===== src/rtl/commit_trace_streamer.sv =====
// Commit-trace serializer: queues retired instructions and streams each one as a 13-byte record.
// Latency: a commit in cycle N is written at the end of N, loaded at the end of N+1, and byte0 is valid in N+2.
// Backpressure: the byte is held while valid && !ready; commits that find the FIFO full are dropped and counted.
module commit_trace_streamer #(
    parameter int XLEN  = 32,   // only 32 is supported; the record layout assumes 4-byte fields
    parameter int DEPTH = 16    // power of 2, at least 2
) (
    input  logic                     clk_i,
    input  logic                     rst_i,
    input  logic                     update_i,
    input  logic [XLEN-1:0]          pc_i,
    input  logic [XLEN-1:0]          instr_i,
    input  logic [4:0]               reg_addr_i,
    input  logic [XLEN-1:0]          reg_data_i,
    output logic [7:0]               byte_o,
    output logic                     byte_valid_o,
    input  logic                     byte_ready_i,
    output logic                     empty_o,
    output logic [$clog2(DEPTH):0]   count_o,
    output logic                     overflow_o,
    output logic [15:0]              drop_cnt_o
);

    localparam int AW        = $clog2(DEPTH);
    localparam int REC_BYTES = 1 + 3 * XLEN / 8;
    localparam int REC_BITS  = 8 * REC_BYTES;
    localparam int IDX_W     = $clog2(REC_BYTES);

    localparam logic [AW:0]      FULL_CNT = (AW + 1)'(DEPTH);
    localparam logic [IDX_W-1:0] LAST_IDX = IDX_W'(REC_BYTES - 1);

    // One record exactly as it goes on the wire: header byte first, then pc, instr, data (MSB first).
    typedef struct packed {
        logic [2:0]      tag;
        logic [4:0]      rd;
        logic [XLEN-1:0] pc;
        logic [XLEN-1:0] instr;
        logic [XLEN-1:0] data;
    } rec_t;

    typedef enum logic {
        IDLE,
        SEND
    } state_t;

    rec_t                  mem [DEPTH];
    rec_t                  new_rec;
    rec_t                  head_rec;
    logic [AW-1:0]         wr_ptr;
    logic [AW-1:0]         rd_ptr;
    logic [AW:0]           count;

    state_t                state;
    logic [REC_BITS-1:0]   shreg;
    logic [IDX_W-1:0]      idx;

    logic                  nonempty;
    logic                  hs;
    logic                  last;
    logic                  pop;
    logic                  push;
    logic                  drop;

    // Format the incoming commit; a write to x0 carries no data, so the data field is zeroed.
    always_comb begin
        new_rec       = '0;
        new_rec.tag   = 3'b101;
        new_rec.rd    = reg_addr_i;
        new_rec.pc    = pc_i;
        new_rec.instr = instr_i;
        new_rec.data  = (reg_addr_i == 5'd0) ? '0 : reg_data_i;
    end

    assign head_rec = mem[rd_ptr];
    assign nonempty = (count != '0);
    assign hs       = byte_valid_o && byte_ready_i;
    assign last     = (idx == LAST_IDX);

    // A pop happens whenever the serializer can take a record: idle, or finishing the last byte.
    assign pop  = nonempty && ((state == IDLE) || (hs && last));
    // A full FIFO still accepts when the same edge frees a slot.
    assign push = update_i && !rst_i && ((count < FULL_CNT) || pop);
    assign drop = update_i && !rst_i && !push;

    // FIFO storage; contents need no reset because the pointers define what is valid.
    always_ff @(posedge clk_i) begin
        if (push) begin
            mem[wr_ptr] <= new_rec;
        end
    end

    // FIFO pointers and occupancy.
    always_ff @(posedge clk_i) begin
        if (rst_i) begin
            wr_ptr <= '0;
            rd_ptr <= '0;
            count  <= '0;
        end else begin
            if (push) begin
                wr_ptr <= wr_ptr + AW'(1);
            end
            if (pop) begin
                rd_ptr <= rd_ptr + AW'(1);
            end
            count <= count + (AW + 1)'(push) - (AW + 1)'(pop);
        end
    end

    // Drop accounting: sticky flag plus a saturating counter.
    always_ff @(posedge clk_i) begin
        if (rst_i) begin
            overflow_o <= 1'b0;
            drop_cnt_o <= 16'd0;
        end else if (drop) begin
            overflow_o <= 1'b1;
            if (drop_cnt_o != 16'hFFFF) begin
                drop_cnt_o <= drop_cnt_o + 16'd1;
            end
        end
    end

    // Serializer FSM: load a record, shift one byte out per handshake, reload without a bubble.
    always_ff @(posedge clk_i) begin
        if (rst_i) begin
            state        <= IDLE;
            byte_valid_o <= 1'b0;
            shreg        <= '0;
            idx          <= '0;
        end else begin
            case (state)
                IDLE: begin
                    if (nonempty) begin
                        shreg        <= head_rec;
                        idx          <= '0;
                        byte_valid_o <= 1'b1;
                        state        <= SEND;
                    end
                end
                SEND: begin
                    if (byte_ready_i) begin
                        if (last) begin
                            if (nonempty) begin
                                shreg <= head_rec;
                                idx   <= '0;
                            end else begin
                                shreg        <= '0;
                                byte_valid_o <= 1'b0;
                                state        <= IDLE;
                            end
                        end else begin
                            shreg <= {shreg[REC_BITS-9:0], 8'h00};
                            idx   <= idx + IDX_W'(1);
                        end
                    end
                end
                default: begin
                    state        <= IDLE;
                    byte_valid_o <= 1'b0;
                end
            endcase
        end
    end

    assign byte_o  = shreg[REC_BITS-1 -: 8];
    assign count_o = count;
    assign empty_o = (count == '0) && (state == IDLE);

endmodule


===== config.mk =====
export PLATFORM = sky130hd
export DESIGN_NAME = commit_trace_streamer
export DESIGN_NICKNAME = d
export VERILOG_FILES = /design/src/rtl/commit_trace_streamer.sv
export SDC_FILE = /design/constraint.sdc
export NUM_CORES = 1
export LEC_CHECK = 0
export ABC_AREA = 0
export BUFFER_PORTS_ARGS = -buffer_cell sky130_fd_sc_hd__buf_2
export CAP_MARGIN = 20
export CORE_AREA = 2 2 360 362
export DETAILED_ROUTE_END_ITERATION = 16
export DIE_AREA = 0 0 362 364
export PLACE_DENSITY = 0.7
export SLEW_MARGIN = 40
export SYNTH_ARGS = -nofsm -noshare
export SYNTH_HDL_FRONTEND = slang
export SYNTH_SLANG_ARGS = --single-unit

===== constraint.sdc =====
create_clock -name clk_i -period 11.67 [get_ports clk_i]
set_input_delay 0.5835 -clock clk_i [delete_from_list [all_inputs] [get_ports clk_i]]
set_output_delay 0.5835 -clock clk_i [all_outputs]
set_load 0.01 [all_outputs]

* Word level (Yosys, flattened, before mapping)
Memories as Yosys holds them, arrays and structs flattened. A register that Yosys moved wholly into a read port is not among the register bits.
Index checks and enable logic that the tools add are counted.
** Cells by class
- Add/subtract/negate cells :: 6
- Magnitude comparators :: 1
- Equality and inequality tests :: 6
- Mux-type cells :: 23
- Bitwise logic cells :: 1
- Reductions and logical operators :: 17
** Operators with widths (number)
- $mux 104 :: 4
- $pmux 104 s2 :: 1
- $mux 32 :: 1
- $mux 4 :: 5
- $add 16x1->16 const B :: 1
- $ne 16x16->1 const B :: 1
- $add 4x1->4 const B :: 3
- $logic_not 5->1 :: 2
- $mux 1 :: 9
- $pmux 4 s2 :: 1
- $logic_and 1x1->1 :: 7
- $ne 2x2->1 const B :: 3
- $add 5x1->5 :: 1
- $lt 5x5->1 const B :: 1
- $reduce_bool 5->1 :: 1
- $sub 5x1->5 :: 1
- $eq 4x4->1 const B :: 1
- $pmux 1 s2 :: 2
- $reduce_and 2->1 :: 2
- $reduce_and 4->1 :: 1
- $logic_not 1->1 :: 2
- $logic_or 1x1->1 :: 2
- $ne 2x1->1 const B :: 1
- $not 1->1 :: 1
** Storage, ports and cells
- Bits in registers :: 140
- Bits in writable memories :: 1616
- Logic and storage cells :: 64
- Memories :: 1
** Memories
- mem :: depth 16, bits a word 101, read ports 1, clocked after Yosys merged registers in 1, write ports 1, RTL line 46 : rec_t mem [DEPTH];

* Depth between registers and ports, before layout
Gate-level depths: netlist of the first run.
- Depth in word-level cells :: 9
- Depth in mapped cells :: 13
- Mapped depth without buffers :: 13

* Worst setup path before layout of the first run
Ideal clock, no wire load.
- Path type :: register to register
- Start :: register idx[0]
- End :: memory mem[0][0] (netlist bit) (enable)
- Arrival time :: 8.221 ns
- Required time :: 10.986 ns
- Setup slack :: 2.765 ns
- Cell stages (with the launch flop) :: 7
- Period minus slack after synthesis :: 8.905 ns
- Cell sequence :: dfxtp_1 inv_1 ha_1 nand3_1 o211ai_1 nand3_1 nor3_1
** Between the ends
- Longest elaborated chain between the ends :: 8
** RTL lines
- start, declared :: RTL line 55 : logic [IDX_W-1:0] idx;
- start signal, assigned :: RTL line 152 : idx <= idx + IDX_W'(1);
- $eq 4x4->1 :: RTL line 77 : assign last = (idx == LAST_IDX);
- $logic_and 1x1->1 :: RTL line 80 : assign pop = nonempty && ((state == IDLE) || (hs && last));
- $logic_or 1x1->1 :: RTL line 80
- $logic_and 1x1->1 :: RTL line 80
- $logic_or 1x1->1 :: RTL line 82 : assign push = update_i && !rst_i && ((count < FULL_CNT) || pop);
- $logic_and 1x1->1 :: RTL line 82
- $mux 1 :: RTL line 87 : if (push) begin
- $mux 1 (not written as such) :: RTL line 88 : mem[wr_ptr] <= new_rec;
- end, declared :: RTL line 46
Every way passes these cells.

* Final worst setup path of the first run
- Start :: register idx[0]
- End :: memory mem[2][13] (netlist bit) (enable)
The elaborated chain is that of the path after synthesis.

==> results of run 1 <==
==> cell usage after synthesis (4+ instances only) <==
cell type  instances
ha_1              14
buf_1             29
dfxtp_1          144
o32ai_1            8
a21oi_1          113
or3_1              4
o22a_1            87
a31oi_1            7
inv_1             21
mux2i_1          192
nand3_1           15
nand4_1            7
nor2b_1           50
a22oi_1           15
mux2_2             5
o2bb2ai_1          8
o22ai_1           85
nand2_1           19
or4_1             11
and3_1             5
a211oi_1           8
edfxtp_1        1616
a221oi_1           8
mux4_2           391
buf_4             22
nor3_1             7
and4_1            88
buf_2             83
o31ai_1            8
clkbuf_1          99
nand2b_1           5
a22o_1             8
nor2_1            40
nor4_1             5
a32oi_1            8
o21ai_0           97
==> worst max path at each step <==
stage            from          to  slack, ns  cells past startpoint
2_1_floorplan  idx[0]   mem[0][0]       2.76                      6
3_3_place_gp   idx[0]  mem[2][24]       6.28                      8
3_5_place_dp   idx[0]  mem[2][13]       6.76                      8
4_1_cts        idx[0]  mem[2][13]       6.74                      8
5_1_grt        idx[0]  mem[2][10]       6.55                      8
6_report       idx[0]  mem[2][13]       6.74                      8
==> per-stage QoR <==
step	cells	util	area, sq um	total power [mW]
floorplan	3367	-	68460	9.121
global placement	5004	0.5527	70920	9.754
detailed placement	5014	0.5552	71240	9.811
CTS	5333	0.5979	76730	15.15
global route	5337	0.5991	76890	15.59
finish	5344	0.5993	76900	15.07
==> per-layer routing <==
metal | global-route usage | part of all wire
met2 | 0.3860 | 0.48
met5 | 0 | 0.00055
met3 | 0.04785 | 0.082
met4 | 0.06217 | 0.021
met1 | 0.3548 | 0.42
==> cells by family (layout without fill, tap and decap cells) <==
logic type               count (synthesis)  count (layout)  share of synthesized area
adder cells (fa/ha/maj)                 15              15                   0.002851
multiplexers                           589             589                     0.1579
buffers and inverters                  256             551                    0.01687
flip-flops                            1760            1760                     0.7510
XOR/XNOR                                 3               3                  0.0003839
other                                    0               7                          0
AO/OA/AOI/OAI                          476             476                    0.04536
AND/OR/NAND/NOR                        268             268                    0.02572
==> sequential cells by signal (all words and copies together) (netlist names), named ones only <==
| register | cells |
|---|---|
| shreg | 104 |
| drop_cnt_o | 16 |
| state | 1 |
| byte_valid_o | 1 |
| idx | 4 |
| wr_ptr | 4 |
| overflow_o | 1 |
| mem | 1616 |
| count_o | 5 |
| rd_ptr | 4 |
==> report_power, final <==
part / internal [mW] / total [mW] / leakage, nW / switching [mW]
registers: 7.08 / 7.29 / 15.7 / 0.210
clock network: 3.06 / 5.37 / 2.67 / 2.31
logic: 1.10 / 2.40 / 5.15 / 1.31
total: 11.2 / 15.1 / 23.6 / 3.83
==> worst register-to-register path: cells and delay by family, from the launching register on <==
kind	cells	cell delay [ns]
adder cells (fa/ha/maj)	1	0.28
flip-flops	1	0.34
buffers and inverters	3	1.58
AO/OA/AOI/OAI	1	0.67
AND/OR/NAND/NOR	3	1.62
==> cells in the final DEF, fill, tap and decap left out, types with 85 or more instances in the layout <==
cell type | synthesis | layout
edfxtp_1 | 1616 | 1616
mux4_2 | 391 | 391
mux2i_1 | 192 | 191
clkbuf_16 | 0 | 175
dfxtp_1 | 144 | 139
buf_2 | 83 | 135
a21oi_1 | 113 | 113
o21ai_0 | 97 | 97
and4_1 | 88 | 88
o22a_1 | 87 | 85
o22ai_1 | 85 | 85
==> final cells by class <==
cell class | count | area, sq um
diodes | 7 | 17.52
clock buffers | 239 | 4770
clock inverters | 80 | 715.7
fillers | 8909 | 51420
inverters | 22 | 87.58
multi-input cells | 1351 | 16150
flip-flops and latches | 1760 | 51430
well taps | 1675 | 2096
repair buffers | 210 | 1638
==> impl_metrics.prom, run 1 <==
# TYPE chip_impl_metric gauge
chip_impl_metric{name="post_cts_hold_buffer_count",unit=""} 0
chip_impl_metric{name="finalWirelength",unit="um"} 159500
chip_impl_metric{name="share_of_async_settable_or_async_resettable_flops_after_synthesis",unit=""} 0
chip_impl_info{name="yosys-top-cells-area",value="edfxtp_1 (71%), mux4_2 (13%), dfxtp_1 (4.2%)"} 1
chip_impl_info{name="worstPathCellList",value="inv_1 -> ha_1 -> nand3_4 -> o211ai_1 -> nand3_1 -> nor3_4 -> buf_6 -> buf_4"} 1
chip_impl_metric{name="number_of_global_route_vias_before_repair",unit=""} 34813
chip_impl_metric{name="detail-route-antenna-nets",unit=""} 0
chip_impl_info{name="cp_top_family",value="simple AND/OR/NAND/NOR gates"} 1
chip_impl_metric{name="synth-edff-count",unit=""} 1616
chip_impl_metric{name="number_of_rows_in_the_core_area",unit=""} 132
chip_impl_metric{name="postCtsResizedCells",unit=""} 0
chip_impl_metric{name="finalSetupViolations",unit=""} 0
chip_impl_metric{name="syn_nets",unit=""} 3487
chip_impl_metric{name="setup_tns",unit="ns"} 0
chip_impl_metric{name="htree_num_levels",unit=""} 4
chip_impl_metric{name="cts-root-to-sink-buffers",unit=""} 3
chip_impl_metric{name="avgRoutedWirePerCell",unit="um"} 29.85
chip_impl_metric{name="pre_cts_slack",unit="ns"} 6.763
chip_impl_info{name="worstReg2RegEnd",value="mem[2][13]"} 1
chip_impl_metric{name="synth.ff_latch_count",unit=""} 1760
chip_impl_info{name="holdCritStartpoint",value="rst_i"} 1
chip_impl_metric{name="first_pass_iters",unit=""} 6
chip_impl_metric{name="report.final.slew_viol_count",unit=""} 0
chip_impl_metric{name="max-cap-violations",unit=""} 0
chip_impl_metric{name="period_share",unit=""} 0.4220
chip_impl_metric{name="finalClockSkew",unit="ns"} 0.03269
chip_impl_metric{name="synth_seq_area_share",unit=""} 0.7510
chip_impl_metric{name="timing.final.hold_violations",unit=""} 0
chip_impl_metric{name="groute.usage.overall",unit=""} 0.2445
chip_impl_metric{name="syn-cell-area",unit="sq um"} 68460
chip_impl_metric{name="vdd_ir_drop_max",unit="mV"} 0.1591
chip_impl_metric{name="worst-slew-pin-transition",unit="ns"} 0.8814
chip_impl_info{name="hp-class",value="in2reg"} 1
chip_impl_metric{name="pd_cells",unit="nW/um^2"} 196.0
chip_impl_info{name="clock-root-buffer",value="clkbuf_16"} 1
chip_impl_info{name="postSynth.topFlopCell",value="edfxtp_1"} 1
chip_impl_metric{name="count_of_vias_placed_by_the_detailed_router",unit=""} 34644
chip_impl_metric{name="clock_latency_of_the_later_clocked_register_in_the_worst_skew_pair",unit="ns"} 0.79
chip_impl_metric{name="remaining_drc_errors",unit=""} 0
chip_impl_metric{name="start_util",unit=""} 0.5335
chip_impl_metric{name="grt_start_max_net_pins",unit=""} 102
chip_impl_metric{name="globalplace.congestion",unit=""} 0.7655
chip_impl_info{name="master_of_the_slowest_instance_on_the_critical_path",value="buf_4"} 1
chip_impl_metric{name="ys_types",unit=""} 59
chip_impl_info{name="worstSetupPathType",value="reg2reg"} 1
chip_impl_metric{name="arrival",unit="ns"} 5.34
chip_impl_metric{name="grt_pass1_wl",unit="um"} 236000
chip_impl_metric{name="cts_setup_buffers",unit=""} 0
chip_impl_metric{name="maxSlewHeadroom",unit=""} 0.4124
chip_impl_metric{name="fp.coreArea",unit="sq um"} 128300
chip_impl_metric{name="chipHeight",unit="um"} 364
chip_impl_info{name="timing.hold.worst_endpoint",value="count_o[3]"} 1
chip_impl_metric{name="die_x",unit="um"} 362
chip_impl_metric{name="min_period",unit="ns"} 4.925
chip_impl_metric{name="num_io_pins",unit=""} 137
chip_impl_info{name="worst_setup_path_start_kind",value="flip-flop"} 1
chip_impl_metric{name="synth.avg_cell_area",unit="sq um"} 20.33
chip_impl_metric{name="fin_worst_hold_slack",unit="ns"} 0.1403
chip_impl_metric{name="worst-r2r-cell-count",unit=""} 8
chip_impl_info{name="status",value="completed"} 1
chip_impl_metric{name="post_route_cells_drive_above_1_share",unit=""} 0.2493
chip_impl_info{name="netlist.top_cell.by_area",value="edfxtp_1"} 1
chip_impl_metric{name="finalNetCount",unit=""} 3637
chip_impl_metric{name="die-area",unit="sq um"} 131800
chip_impl_metric{name="detail_route.iter0.violations",unit=""} 4399
chip_impl_metric{name="setup.reg_to_reg.worst_slack",unit="ns"} 6.74
chip_impl_metric{name="critical_path_buf_inv_count",unit=""} 3
chip_impl_metric{name="port_buffers",unit=""} 136
chip_impl_metric{name="holdPathStages",unit=""} 2
chip_impl_metric{name="worst_ep_required_time",unit="ns"} 12.08
chip_impl_metric{name="syn_inst",unit=""} 3367
chip_impl_info{name="worstReg2RegStart",value="idx[0]"} 1
chip_impl_info{name="tritoncts",value="built"} 1
chip_impl_metric{name="tritoncts_buffer_count",unit=""} 172
chip_impl_metric{name="post-synth-top-area-fraction",unit=""} 0.7088
chip_impl_metric{name="cts_num_sinks",unit=""} 1760
chip_impl_metric{name="setup_slack",unit="ns"} 6.745
chip_impl_metric{name="critical_path.max_stage_delay",unit="ns"} 0.76
chip_impl_info{name="endpoint_kind",value="flip-flop"} 1
chip_impl_metric{name="maxClockFrequency",unit="GHz"} 0.2030
chip_impl_metric{name="crit_fanout",unit=""} 49
chip_impl_metric{name="synthToLayoutAreaGrowth",unit="%"} 12.34
chip_impl_metric{name="cts.reportedPaths.clkPinSlew",unit="ns"} 0.06
chip_impl_metric{name="dp_hpwl",unit="um"} 81520
chip_impl_info{name="rsz0062_at_grt",value="false"} 1
chip_impl_metric{name="leakage_dissipation",unit="nW"} 23.56
chip_impl_metric{name="avgViaCountPerCell",unit=""} 6.483
chip_impl_metric{name="globalRouteOverflowTotal",unit=""} 0
chip_impl_metric{name="synth-warning-count",unit=""} 0
chip_impl_metric{name="antenna_violations_before_repair",unit=""} 23
No activity file was read; power rests on OpenSTA's default activity.
==> run 2, diff against run 1 <==
clock period = 5.1 ns   (was 11.67 ns; I/O delays follow)
==> run 2 against run 1 <==
Effect of this change: global-route usage down 0.41 points; largest power group unchanged; via count up 0.91%; critical endpoint is now mem[1][74]; sequential share of layout area is 1.4 points lower; sequential power rose by 130%.
==> impl_metrics.prom, run 2 (same netlist as run 1, synthesis figures left out) <==
# TYPE chip_impl_metric gauge
chip_impl_metric{name="die-area",unit="sq um"} 131800
chip_impl_metric{name="port_buffers",unit=""} 136
chip_impl_metric{name="grt.met3_usage",unit=""} 0.04231
chip_impl_metric{name="fp.coreArea",unit="sq um"} 128300
chip_impl_metric{name="finalPower",unit="mW"} 35.18
chip_impl_metric{name="clock_latency_of_the_later_clocked_register_in_the_worst_skew_pair",unit="ns"} 0.82
chip_impl_metric{name="grt_util_met1",unit=""} 0.3495
chip_impl_metric{name="critical_path_buf_inv_count",unit=""} 2
chip_impl_metric{name="cts_setup_buffers",unit=""} 0
chip_impl_metric{name="pd_cells",unit="nW/um^2"} 448.0
chip_impl_info{name="master_of_the_slowest_instance_on_the_critical_path",value="nor3_4"} 1
chip_impl_metric{name="placed_cell_area",unit="sq um"} 71720
chip_impl_info{name="endpoint_kind",value="flip-flop"} 1
chip_impl_metric{name="finalWirelength",unit="um"} 157400
chip_impl_metric{name="number_of_global_route_vias_before_repair",unit=""} 34506
chip_impl_metric{name="detail-route-antenna-nets",unit=""} 0
chip_impl_info{name="layout.cells.most_common",value="edfxtp_1"} 1
chip_impl_metric{name="leakage_dissipation",unit="nW"} 24.24
chip_impl_metric{name="worst-r2r-cell-count",unit=""} 7
chip_impl_metric{name="globalRouteOverflowTotal",unit=""} 0
chip_impl_metric{name="grt_pass1_wl",unit="um"} 232400
chip_impl_metric{name="maxClockFrequency",unit="GHz"} 0.2958
chip_impl_info{name="status",value="completed"} 1
chip_impl_metric{name="final_area",unit="sq um"} 78520
chip_impl_metric{name="remaining_drc_errors",unit=""} 0
chip_impl_metric{name="setup.reg_to_reg.worst_slack",unit="ns"} 1.72
chip_impl_metric{name="avgViaCountPerCell",unit=""} 6.390
chip_impl_info{name="layout.cells.most_common_list",value="edfxtp_1 (1,616), mux4_2 (391), mux2i_1 (191), clkbuf_16 (179), dfxtp_1 (139)"} 1
chip_impl_metric{name="detail_route.iter0.violations",unit=""} 3829
chip_impl_info{name="worst_setup_path_start_kind",value="flip-flop"} 1
chip_impl_info{name="clock-root-buffer",value="clkbuf_16"} 1
chip_impl_metric{name="max-cap-violations",unit=""} 0
chip_impl_info{name="hp-class",value="in2reg"} 1
chip_impl_info{name="worst_setup_path_endpoint",value="mem[1][74]"} 1
chip_impl_metric{name="htree_num_levels",unit=""} 4
chip_impl_metric{name="finalNetCount",unit=""} 3766
chip_impl_metric{name="critical_path_depth",unit=""} 7
chip_impl_info{name="biggestRegsByFlops",value="mem x1616, shreg x104, drop_cnt_o x16"} 1
chip_impl_info{name="rsz0062_at_grt",value="false"} 1
chip_impl_metric{name="dp.cells",unit=""} 5042
chip_impl_metric{name="report.final.slew_viol_count",unit=""} 0
chip_impl_metric{name="die_x",unit="um"} 362
chip_impl_info{name="cp_top_family",value="simple AND/OR/NAND/NOR gates"} 1
chip_impl_metric{name="arrival",unit="ns"} 3.81
chip_impl_info{name="worstReg2RegStart",value="idx[0]"} 1
chip_impl_info{name="worstSetupPathType",value="reg2reg"} 1
chip_impl_metric{name="setup_tns",unit="ns"} 0
chip_impl_metric{name="globalplace.congestion",unit=""} 0.7946
chip_impl_metric{name="groute.usage.overall",unit=""} 0.2404
chip_impl_metric{name="crit_fanout",unit=""} 28
chip_impl_metric{name="maxSlewHeadroom",unit=""} 0.4073
chip_impl_metric{name="worst-slew-pin-transition",unit="ns"} 0.8872
chip_impl_metric{name="synthToLayoutAreaGrowth",unit="%"} 14.70
chip_impl_info{name="crit_start",value="idx[0]"} 1
chip_impl_metric{name="finalSetupViolations",unit=""} 0
chip_impl_metric{name="cts_num_sinks",unit=""} 1760
chip_impl_metric{name="dp_hpwl",unit="um"} 85640
chip_impl_metric{name="chipHeight",unit="um"} 364
chip_impl_metric{name="period_share",unit=""} 0.6629
chip_impl_metric{name="vdd_ir_drop_max",unit="mV"} 0.4047
chip_impl_metric{name="final_cell_count_no_fill",unit=""} 5471
chip_impl_metric{name="tritoncts_buffer_count",unit=""} 175
chip_impl_metric{name="post_route_cells_drive_above_1_share",unit=""} 0.2498
chip_impl_info{name="regMostFlops",value="mem"} 1
chip_impl_metric{name="avgRoutedWirePerCell",unit="um"} 28.78
chip_impl_metric{name="cts-root-to-sink-buffers",unit=""} 3
chip_impl_metric{name="timing.final.hold_violations",unit=""} 0
chip_impl_metric{name="critical_path.max_stage_delay",unit="ns"} 0.68
chip_impl_metric{name="finalClockSkew",unit="ns"} 0.02646
chip_impl_metric{name="antenna_violations_before_repair",unit=""} 7
chip_impl_info{name="worstReg2RegEnd",value="mem[1][74]"} 1
chip_impl_metric{name="start_util",unit=""} 0.5335
chip_impl_info{name="top_usage_layer",value="met2"} 1
chip_impl_metric{name="count_of_vias_placed_by_the_detailed_router",unit=""} 34959
chip_impl_info{name="tritoncts",value="built"} 1
chip_impl_metric{name="first_pass_iters",unit=""} 5
chip_impl_metric{name="grt_start_max_net_pins",unit=""} 97
chip_impl_metric{name="num_io_pins",unit=""} 137
chip_impl_metric{name="min_period",unit="ns"} 3.381
chip_impl_info{name="worstPathCellList",value="inv_1 -> ha_1 -> nand3_4 -> o211ai_1 -> nand3_1 -> nor3_4 -> buf_4"} 1
chip_impl_metric{name="worst_ep_required_time",unit="ns"} 5.53
chip_impl_metric{name="grt_util_met2",unit=""} 0.3837
chip_impl_metric{name="number_of_rows_in_the_core_area",unit=""} 132
chip_impl_metric{name="cts.reportedPaths.clkPinSlew",unit="ns"} 0.06
chip_impl_metric{name="largest_reg_flops",unit=""} 1616
run 2: cell types whose count changed in the layout (fill, tap and decap cells not counted), sizes merged:
| cell | delta |
|---|---|
| clkbuf | -17 |
| bufinv | +9 |
| clkinvlp | +1 |
| dlygate4sd3 | +102 |
| buf | +24 |
| inv | -4 |
| diode | -6 |
| clkinv | +18 |
run 2: how the worst min path moves through the flow:
stage              startpoint          end  slack (ns)  cells past startpoint
6_report       reg_data_i[20]   mem[9][20]        0.06                      2
5_1_grt        reg_data_i[20]   mem[9][20]        0.03                      2
4_1_cts        reg_data_i[31]  mem[11][31]      0.0002                      2
3_5_place_dp       overflow_o   overflow_o        0.44                      1
3_3_place_gp       overflow_o   overflow_o        0.44                      1
2_1_floorplan   reg_addr_i[4]  mem[0][100]        0.35                      0
run 2: report_power, final:
group	total (mW)	internal (mW)	switching [mW]
clock	12.8	7.42	5.39
sequential	16.6	16.2	0.386
combinational	5.78	2.65	3.13
run 2: layer usage:
layer / part of all wire / wire length, um
met5: 0.00048 / 76
met4: 0.019 / 2990
met3: 0.073 / 11440
met2: 0.49 / 77180
met1: 0.42 / 65750
run 2: final cells by class:
type,count,area [sq um]
repair buffers,336,2999
multi-input cells,1351,16180
clock buffers,222,4671
fillers,8801,49800
inverters,22,83.83
diodes,1,2.502
clock inverters,104,1071
well taps,1675,2096
flip-flops and latches,1760,51430
run 2: metrics by stage:
stage / worst slack, ns / utilization / hold WS, ns
after floorplan: -1.097 / - / 0.3539
after global placement: 1.638 / 0.5572 / 0.4412
after detailed placement: 1.589 / 0.5588 / 0.4433
after CTS: 1.777 / 0.6106 / 0.0002200
after global routing: 1.497 / 0.6119 / 0.03261
final: 1.719 / 0.6119 / 0.05928
run 2: repair_timing:
item | CTS | global route
hold buffers | 90 | 12
endpoints found under the hold margin | 1419 | 173
resized for setup | 0 | 0
run 2: worst register-to-register path: stages, from the launching register on:
cell	delay, ns
dfxtp_1	0.34
inv_1	0.08
ha_1	0.27
nand3_4	0.12
o211ai_1	0.50
nand3_1	0.43
nor3_4	0.68
buf_4	0.57
